`src/rtl/pipe_pkg.sv`:
```
// Shared definitions for the handshaked pipeline stage: state encoding and occupancy width.
// The state encoding is the occupancy value, so the state register drives the occupancy port directly.
package pipe_pkg;

    localparam int OCC_W = 2;

    typedef enum logic [OCC_W-1:0] {
        ST_EMPTY = 2'd0,
        ST_FULL  = 2'd1,
        ST_SKID  = 2'd2
    } state_e;

    function automatic logic [OCC_W-1:0] occ_of(input state_e s);
        return s;
    endfunction

endpackage

```
`src/rtl/pipe_slot.sv`:
```
// One payload register of the stage: load enable plus synchronous clear to the bubble value.
// Clear (or reset) beats load, so a flushed slot can never capture a beat in the same cycle.
module pipe_slot #(
    parameter int               WIDTH     = 16,
    parameter logic [WIDTH-1:0] FLUSH_VAL = '0
) (
    input  logic             clk_i,
    input  logic             rst_i,
    input  logic             clr_i,
    input  logic             load_i,
    input  logic [WIDTH-1:0] d_i,
    output logic [WIDTH-1:0] q_o
);

    logic [WIDTH-1:0] data_q;

    always_ff @(posedge clk_i) begin
        if (rst_i || clr_i) begin
            data_q <= FLUSH_VAL;
        end else if (load_i) begin
            data_q <= d_i;
        end
    end

    assign q_o = data_q;

endmodule

```
`src/rtl/pipe_stage_hs.sv`:
```
// Valid/ready pipeline stage with flush; define PIPE_STAGE_SKID_EN for a registered in_ready plus skid slot.
// Payload is opaque, so legacy per-stage control registers map onto it as concatenated fields.
module pipe_stage_hs
    import pipe_pkg::*;
#(
    parameter int               WIDTH     = 16,
    parameter logic [WIDTH-1:0] FLUSH_VAL = '0
) (
    input  logic             clk,
    input  logic             rst,
    input  logic             flush,
    input  logic             in_valid,
    input  logic [WIDTH-1:0] in_data,
    output logic             in_ready,
    output logic             out_valid,
    output logic [WIDTH-1:0] out_data,
    input  logic             out_ready,
    output logic [OCC_W-1:0] occupancy
);

    state_e           state_q, state_d;
    logic             accept, retire;
    logic             main_load, main_clr;
    logic [WIDTH-1:0] main_d, main_q;

`ifdef PIPE_STAGE_SKID_EN
    logic             skid_load, skid_clr;
    logic [WIDTH-1:0] skid_q;
    logic             in_ready_q;

    // Registered ready: downstream backpressure never reaches upstream combinationally.
    assign in_ready = in_ready_q;
`else
    assign in_ready = (state_q == ST_EMPTY) || out_ready;
`endif

    assign out_valid = (state_q != ST_EMPTY);
    assign out_data  = main_q;
    assign occupancy = occ_of(state_q);
    assign accept    = in_valid && in_ready;
    assign retire    = out_valid && out_ready;

    always_comb begin
        state_d   = state_q;
        main_load = 1'b0;
        main_clr  = 1'b0;
        main_d    = in_data;
`ifdef PIPE_STAGE_SKID_EN
        skid_load = 1'b0;
        skid_clr  = 1'b0;
`endif
        if (flush) begin
            state_d  = ST_EMPTY;
            main_clr = 1'b1;
`ifdef PIPE_STAGE_SKID_EN
            skid_clr = 1'b1;
`endif
        end else begin
            case (state_q)
                ST_EMPTY: begin
                    if (accept) begin
                        state_d   = ST_FULL;
                        main_load = 1'b1;
                    end
                end
                ST_FULL: begin
                    if (accept && retire) begin
                        main_load = 1'b1;
                    end else if (retire) begin
                        state_d  = ST_EMPTY;
                        main_clr = 1'b1;
`ifdef PIPE_STAGE_SKID_EN
                    end else if (accept) begin
                        state_d   = ST_SKID;
                        skid_load = 1'b1;
`endif
                    end
                end
`ifdef PIPE_STAGE_SKID_EN
                ST_SKID: begin
                    // Older beat leaves; the skid beat moves up, keeping order.
                    if (retire) begin
                        state_d   = ST_FULL;
                        main_load = 1'b1;
                        main_d    = skid_q;
                        skid_clr  = 1'b1;
                    end
                end
`endif
                default: begin
                    state_d  = ST_EMPTY;
                    main_clr = 1'b1;
                end
            endcase
        end
    end

    always_ff @(posedge clk) begin
        if (rst) begin
            state_q <= ST_EMPTY;
`ifdef PIPE_STAGE_SKID_EN
            in_ready_q <= 1'b1;
`endif
        end else begin
            state_q <= state_d;
`ifdef PIPE_STAGE_SKID_EN
            in_ready_q <= (state_d != ST_SKID);
`endif
        end
    end

    pipe_slot #(
        .WIDTH     (WIDTH),
        .FLUSH_VAL (FLUSH_VAL)
    ) u_main_slot (
        .clk_i  (clk),
        .rst_i  (rst),
        .clr_i  (main_clr),
        .load_i (main_load),
        .d_i    (main_d),
        .q_o    (main_q)
    );

`ifdef PIPE_STAGE_SKID_EN
    pipe_slot #(
        .WIDTH     (WIDTH),
        .FLUSH_VAL (FLUSH_VAL)
    ) u_skid_slot (
        .clk_i  (clk),
        .rst_i  (rst),
        .clr_i  (skid_clr),
        .load_i (skid_load),
        .d_i    (in_data),
        .q_o    (skid_q)
    );
`endif

endmodule
```
`config.mk`:
```
export PLATFORM = sky130hd
export DESIGN_NAME = pipe_stage_hs
export DESIGN_NICKNAME = d
export VERILOG_FILES = /design/src/rtl/pipe_pkg.sv /design/src/rtl/pipe_slot.sv /design/src/rtl/pipe_stage_hs.sv
export SDC_FILE = /design/constraint.sdc
export NUM_CORES = 1
export LEC_CHECK = 0
export CAP_MARGIN = 15
export CORE_MARGIN = 4
export CORE_UTILIZATION = 35
export CTS_BUF_LIST = sky130_fd_sc_hd__clkbuf_4 sky130_fd_sc_hd__clkbuf_8
export DETAILED_ROUTE_END_ITERATION = 8
export PLACE_DENSITY = 0.72
export SLEW_MARGIN = 0
export SYNTH_ARGS = -nofsm -noshare
export SYNTH_HDL_FRONTEND = slang
export SYNTH_SLANG_ARGS = --single-unit
```
`constraint.sdc`:
```
create_clock -name clk -period 1.3 [get_ports clk]
set_clock_uncertainty 0.15 [all_clocks]
set_input_delay 0.39 -clock clk [delete_from_list [all_inputs] [get_ports clk]]
set_output_delay 0.39 -clock clk [all_outputs]
set_load 0.005 [all_outputs]
```
==> Yosys cells after proc, flatten, opt, wreduce, memory -nomap -nowiden <==
Cells that the tools add are included.
{ "word_totals": {"input_bits": 21, "ff_bits": 18} }
{ "op_classes": {"n_mux": 12, "eq_ne": 4, "n_reduce_logical": 9} }
{ "op_table": {"columns": ["op", "n"], "rows": [
  ["two-way mux 1 bit", 6],
  ["two-way mux 2 bit", 3],
  ["!= test 2 bit (second input constant)", 3],
  ["case mux 1 bit (2 select lines)", 2],
  ["case mux 2 bit (2 select lines)", 1],
  ["logical AND 1 bit", 3],
  ["AND reduction 3 bit", 1],
  ["equality test 2 x 1 -> 1 bit (second input constant)", 1],
  ["zero test 2 bit", 1],
  ["logical OR 1 bit", 2],
  ["nonzero test 2 bit", 1],
  ["OR reduction 2 bit", 1]
]} }

==> Logic depth before layout (Yosys ltp) <==
Gate-level depths: netlist of the first run.
{ "logic_depth": {"depth_word": 8, "depth_mapped": 6, "depth_no_buf": 4} }

==> By module <==
A second synthesis of the first run with hierarchy kept.
{ "unflattened": {"cells_unflattened": 62, "hier_area_um2": 671.9} }
{ "modules_own_cells": {"columns": ["module", "area_per_inst_um2", "cells_each", "instances"], "rows": [
  ["pipe_slot", 581.8, 53, 1],
  ["pipe_stage_hs", 90.1, 9, 1]
]} }

==> Worst setup path after synthesis of the first run <==
OpenSTA, ideal clock, no wires.
{ "synth_timing": {"path_kind": "reg2out", "start": "reg state_q[0], in the netlist occupancy[0]", "end": "out in_ready", "slack_ns": -0.074, "arrival_time_ns": 0.834, "path_stages_with_launch": 5, "path_cell_list": "dfxtp_1 > nor2b_1 > buf_4 > inv_4 > buf_6"} }
{ "synth_via": {"elab_chain_len": 2} }
{ "synth_lines": {"columns": ["element", "line_no", "text"], "rows": [
  ["from (decl)", "pipe_stage_hs.sv:21", "state_e state_q, state_d;"],
  ["from (signal assigned)", "pipe_stage_hs.sv:105", "state_q <= state_d;"],
  ["zero test 2 bit", "pipe_stage_hs.sv:34", "assign in_ready = (state_q == ST_EMPTY) || out_ready;"],
  ["logical OR 1 bit", "pipe_stage_hs.sv:34", null],
  ["to (decl)", "pipe_stage_hs.sv:14", "output logic in_ready,"]
]} }
Every way passes these cells.

==> Final worst setup path of the first run <==
{ "layout_timing": {"start": "in out_ready", "end": "out in_ready"} }
{ "layout_via": {"elab_chain_len": 1} }
{ "layout_lines": {"columns": ["element", "line_no", "text"], "rows": [
  ["from (decl)", "pipe_stage_hs.sv:17", "input logic out_ready,"],
  ["logical OR 1 bit", "pipe_stage_hs.sv:34", null]
]} }
Every way passes these cells.

==> flow_summary.yaml, run 1 <==
floorplan:
  core_um2: 2000
  dieHeight_um: 54.5
  dieWidth_um: 54.5
  ios: 41
  rows: 16
  die_area_um2: 2980
  start_util_pct: 37.9
grt:
  grt_usage_pct: 15.0
  grt_max_degree: 18
  grt.overflow.total: 0
  antenna_found_initial: 0
  grt_pass1_wl_mm: 3.18
  first_global_vias: 725
sta:
  worst_slack_ps: -215
  fmax_ghz: 0.660
  whs_ps: 330
  setup_violations: 4
  rsz0062_at_grt: "yes"
  finalCritPeriodShare_pct: 117
  finalMaxSlewViolations: 0
  timing.final.crit_period_ps: 1520
  hold_viol: 0
hold_path:
  whs_path_depth: 2
  holdPathEnd: "u_main_slot.q_o[7]"
  hp-class: "reg2reg"
  min_from: "u_main_slot.q_o[7]"
finish:
  layout_common_cells: "17 x clkdlybuf4s50_1, 17 x dfxtp_2, 16 x o21ai_1"
  drive_gt1_share_pct: 53.2
  nFillCells: 178
  layout.nets: 148
  multi_input_area_um2: 365
  antenna_cells: 0
  final_area_um2: 1250
  regArea_um2: 362
  area_growth_syn_to_layout_pct: 65.5
  fin_util_pct: 62.7
run_status:
  violations: "setup timing"
  status: "complete, but fails checks"
setup_path:
  cp.required_ps: 760
  worstSetupPathType: "in2out"
  crit_path_end_kind: "output pin"
  path_buf_inv: 3
  path_max_fanout: 2
  cp_top_family: "buffers and inverters"
  r2r_start: "occupancy[0]"
  slowest_stage: "dlygate4sd2_1"
  cp_cell_sequence: "dlygate4sd2_1 -> nor2b_4 -> inv_4 -> buf_6"
  worst_ep_arrival_time_ps: 980
  critPathLaunchType: "input pin"
  r2r-end: "u_main_slot.q_o[1]"
  rr_worst_depth: 5
  cpPeakStageDelay_ps: 270
  cp-startpoint: "out_ready"
  r2r_setup_slack_ps: 60
clocking:
  clk_path_buf_depth: 2
  cts_sinks: 17
  cts_buffers: 3
  cts.clk_slew.worst_paths_ps: 100
  clock_latency_ps: 290
  cts-root-buf: "clkbuf_4"
  cts_tree: "built"
  htree_levels: 1
job:
  drv_cap: 0
placement:
  post_dp_cell_area_um2: 1180
  dp_slack_ps: -801
  dp_hpwl_mm: 1.41
  gp_congestion: 0.687
  port_buffers: 39
detailed_routing:
  firstDrtPassIters: 4
  routed_wl_mm: 2.12
  ant_nets: 0
  vias_per_cell: 4.99
  drc: 0
  routedWlPerCell_um: 13.8
  drtIter0Drc: 9
  vias: 763
pwr:
  finalPower_uw: 1050
  power_density_nw_per_um2: 835
  power.leakage_uw: 0.000489
  power.share.combinational_pct: 18.9
  p_clk_share_pct: 29.5
  p_seq_share_pct: 51.6
  swShare_pct: 24.5
  vdd_drop_max_mv: 0.468
  p_sw_uw: 256
  p_int_uw: 792
synth:
  syn_inst: 83
  syn_area_um2: 758
  yosysSeqAreaShare_pct: 44.9
  synth_cell_types: 18
  synth-warning-count: 0
  avgSynthCellArea_um2: 9.14
  synth_seq_cells: 17
  synthesis.nets: 104
worst register-to-register path, cell delays in order (launching register included):
cell,delay [ps]
dfxtp_2,340
nor2b_4,130
inv_4,60
buf_4,230
nand3_1,140
a21oi_2,130
power by group through the flow:
| stage | Combinational, µW | Clock (µW) | Sequential, µW |
|---|---|---|---|
| 3_3_place_gp | 183 | 0 | 550 |
| 4_1_cts | 189 | 323 | 540 |
| 3_5_place_dp | 184 | 0 | 550 |
| 2_1_floorplan | 74.3 | 0 | 552 |
| 6_report | 198 | 309 | 541 |
| 5_1_grt | 213 | 346 | 543 |
area by class of cell:
type | instances | area share [%]
Tap cell | 27 | 2.69
Multi-Input combinational cell | 56 | 29.1
Clock buffer | 4 | 2.39
Sequential cell | 17 | 28.8
Timing Repair Buffer | 48 | 36.5
Inverter | 1 | 0.499
stage by stage:
step | std cells | setup TNS, ps
floorplan | 83 | -68.7
global placement | 147 | -10000
detailed placement | 147 | -10080
CTS | 152 | -474
global route | 153 | -860
finish | 153 | -451
worst max-delay path by stage:
| stage | cells after the start | endpoint | slack (ps) |
|---|---|---|---|
| 2_1_floorplan | 4 | in_ready | -70 |
| 3_3_place_gp | 4 | in_ready | -790 |
| 3_5_place_dp | 4 | in_ready | -800 |
| 4_1_cts | 3 | in_ready | -210 |
| 5_1_grt | 3 | in_ready | -240 |
| 6_report | 4 | in_ready | -220 |
timing repair:
item                                    4_1_cts  5_1_grt
resized for setup                           101       13
pin swaps                                     0        1
endpoints found under the setup margin       36       27
hold buffers                                  0        0
setup buffers                                 2        1
cloned                                        1        0
synthesized netlist by cell type:
cell	n	share of area, %
nand3_1	6	4.0
buf_8	1	2.0
nand2_1	1	0.49
and2b_1	1	0.99
buf_2	3	2.0
o21ai_2	1	1.2
o21ai_1	16	11
nand3_2	10	13
nor2_1	1	0.49
nand2b_2	1	1.2
buf_6	1	1.5
buf_4	4	4.0
dfxtp_1	17	45
inv_4	1	0.83
o21a_1	1	0.99
a21oi_1	16	11
nor2b_1	1	0.83
conb_1	1	0.49
cell families (layout without fill, tap and decap cells):
logic type | count (synthesis) | count (layout) | synth area share [%]
compound gates | 34 | 34 | 23.3
simple gates | 21 | 21 | 21.1
flops | 17 | 17 | 44.9
other cells | 1 | 1 | 0.495
buf+inv | 10 | 53 | 10.2
sequential cells by signal, indices dropped and copies added (netlist names):
register and cells:
occupancy 1, u_main_slot.q_o 16
metal layers:
metal	track usage [%]	part of all wire [%]
met5	0	0
met4	4.98	0.66
met3	4.09	11
met2	27.3	49
met1	16.5	40
(Power assumes the default switching activity.)
==> run 2, diff against run 1 <==
SETUP_SLACK_MARGIN = 0.02   (was not set)
SKIP_LAST_GASP = 1   (was not set)
clock period = 1.2 ns   (was 1.3 ns; I/O delays follow)
==> flow_summary.yaml, run 2 (synthesis gave the netlist of run 1 again) <==
setup_path:
  cp_top_family: "flip-flops"
  cpPeakStageDelay_ps: 340
  cp.required_ps: 690
  worstSetupPathType: "reg2out"
  slowest_stage: "dfxtp_2"
  worst_ep_arrival_time_ps: 950
  path_buf_inv: 2
  path_max_fanout: 2
  critPathLaunchType: "flop"
  cp_cell_sequence: "nor2b_4 -> inv_6 -> buf_6"
  crit_path_end_kind: "output pin"
clocking:
  cts.clk_slew.worst_paths_ps: 90
  cts_tree: "built"
  cts_sinks: 17
  cts-root-buf: "clkbuf_4"
  htree_levels: 1
  clock_latency_ps: 280
  cts_hold_buf: 0
  cts_buffers: 3
  clk_path_buf_depth: 2
detailed_routing:
  vias_per_cell: 4.84
  drtIter0Drc: 4
  drc: 0
  vias: 736
  routedWlPerCell_um: 12.3
  routed_wl_mm: 1.86
  ant_nets: 0
  firstDrtPassIters: 2
sta:
  finalCritPeriodShare_pct: 121
  timing.final.crit_period_ps: 1460
  worst_slack_ps: -257
  setup_violations: 26
  hold_viol: 0
  finalSetupTns_ps: -1200
  finalMaxSlewViolations: 0
  whs_ps: 329
  fmax_ghz: 0.686
  rsz0062_at_grt: "yes"
job:
  drv_cap: 0
pwr:
  p_int_uw: 846
  power_density_nw_per_um2: 900
  swShare_pct: 23.2
  p_seq_share_pct: 53.2
  p_clk_share_pct: 29.0
  p_sw_uw: 255
  power.leakage_uw: 0.000477
  power.share.combinational_pct: 17.8
  vdd_drop_max_mv: 0.568
grt:
  grt_max_degree: 18
  first_global_vias: 700
  grt_pass1_wl_mm: 2.86
  antenna_found_initial: 0
  grt.overflow.total: 0
  grt_usage_pct: 13.5
floorplan:
  core_um2: 2000
  dieWidth_um: 54.5
  dieHeight_um: 54.5
  start_util_pct: 37.9
  rows: 16
  ios: 41
  die_area_um2: 2980
finish:
  layout_common_cells: "17 x clkdlybuf4s50_1, 17 x dfxtp_2, 16 x o21ai_1, 16 x a21oi_1, 14 x buf_6"
  final_area_um2: 1220
  antenna_cells: 0
  drive_gt1_share_pct: 49.6
  area_growth_syn_to_layout_pct: 61.4
  nFillCells: 175
  largest_register_ffs: 16
  fin_util_pct: 61.1
  layout.nets: 147
placement:
  post_dp_cell_area_um2: 1170
  dp_slack_ps: -896
  gp_congestion: 0.651
  port_buffers: 39
  dp_hpwl_mm: 1.35
run_status:
  violations: "setup timing"
  status: "complete, but fails checks"
hold_path:
  hp-class: "reg2reg"
[run 2: cell count changes in the layout (fill, tap and decap cells not counted), sizes merged]
cell / before / now
buf: 28 / 27
[run 2: worst paths after layout]
check	from	slack, ps	endpoint	cells after the start
setup reg to reg	occupancy[0]	-20	u_main_slot.q_o[14]	4
setup / recovery	occupancy[0]	-260	in_ready	3
hold reg to reg	u_main_slot.q_o[12]	330	u_main_slot.q_o[12]	2
hold / removal	u_main_slot.q_o[12]	330	u_main_slot.q_o[12]	2
[run 2: power groups by stage]
stage | Combinational (µW) | Sequential, µW | Clock (µW)
after floorplan | 84.4 | 598 | 0
after global placement | 196 | 596 | 0
after detailed placement | 196 | 596 | 0
after CTS | 192 | 585 | 342
after global routing | 212 | 588 | 359
final | 196 | 586 | 320
[run 2: layer usage]
layer  track usage [%]  routed length, µm  vias to the layer above
met5                 0                  0                        -
met4              6.22                 22                        0
met3              4.36                204                        3
met2              21.5                798                       34
met1              16.4                836                      325
li1                  -                  -                      374
[run 2: stage by stage]
stage	total power [µW]	instances
floorplan	682	83
global placement	792	148
detailed placement	792	148
CTS	1120	152
global route	1160	152
finish	1100	152
[run 2: tightest hold or removal path: stages, from the launching register on]
cell     delay (ps)
dfxtp_2         320
o21ai_1          60
a21oi_1          60
[run 2: final cells by class]
type / instances / area, µm² / area share, %
clock buffer: 4 / 30.0 / 2.45
inverter: 1 / 8.76 / 0.716
multi-input combinational: 56 / 353 / 28.8
sequential: 17 / 362 / 29.6
tap: 27 / 33.8 / 2.76
timing repair buffer: 47 / 437 / 35.7
[run 2: timing repair]
action,in CTS,in global routing
pin swaps,0,0
setup endpoints to repair,36,35
setup buffers,1,0
gates resized for setup,104,8
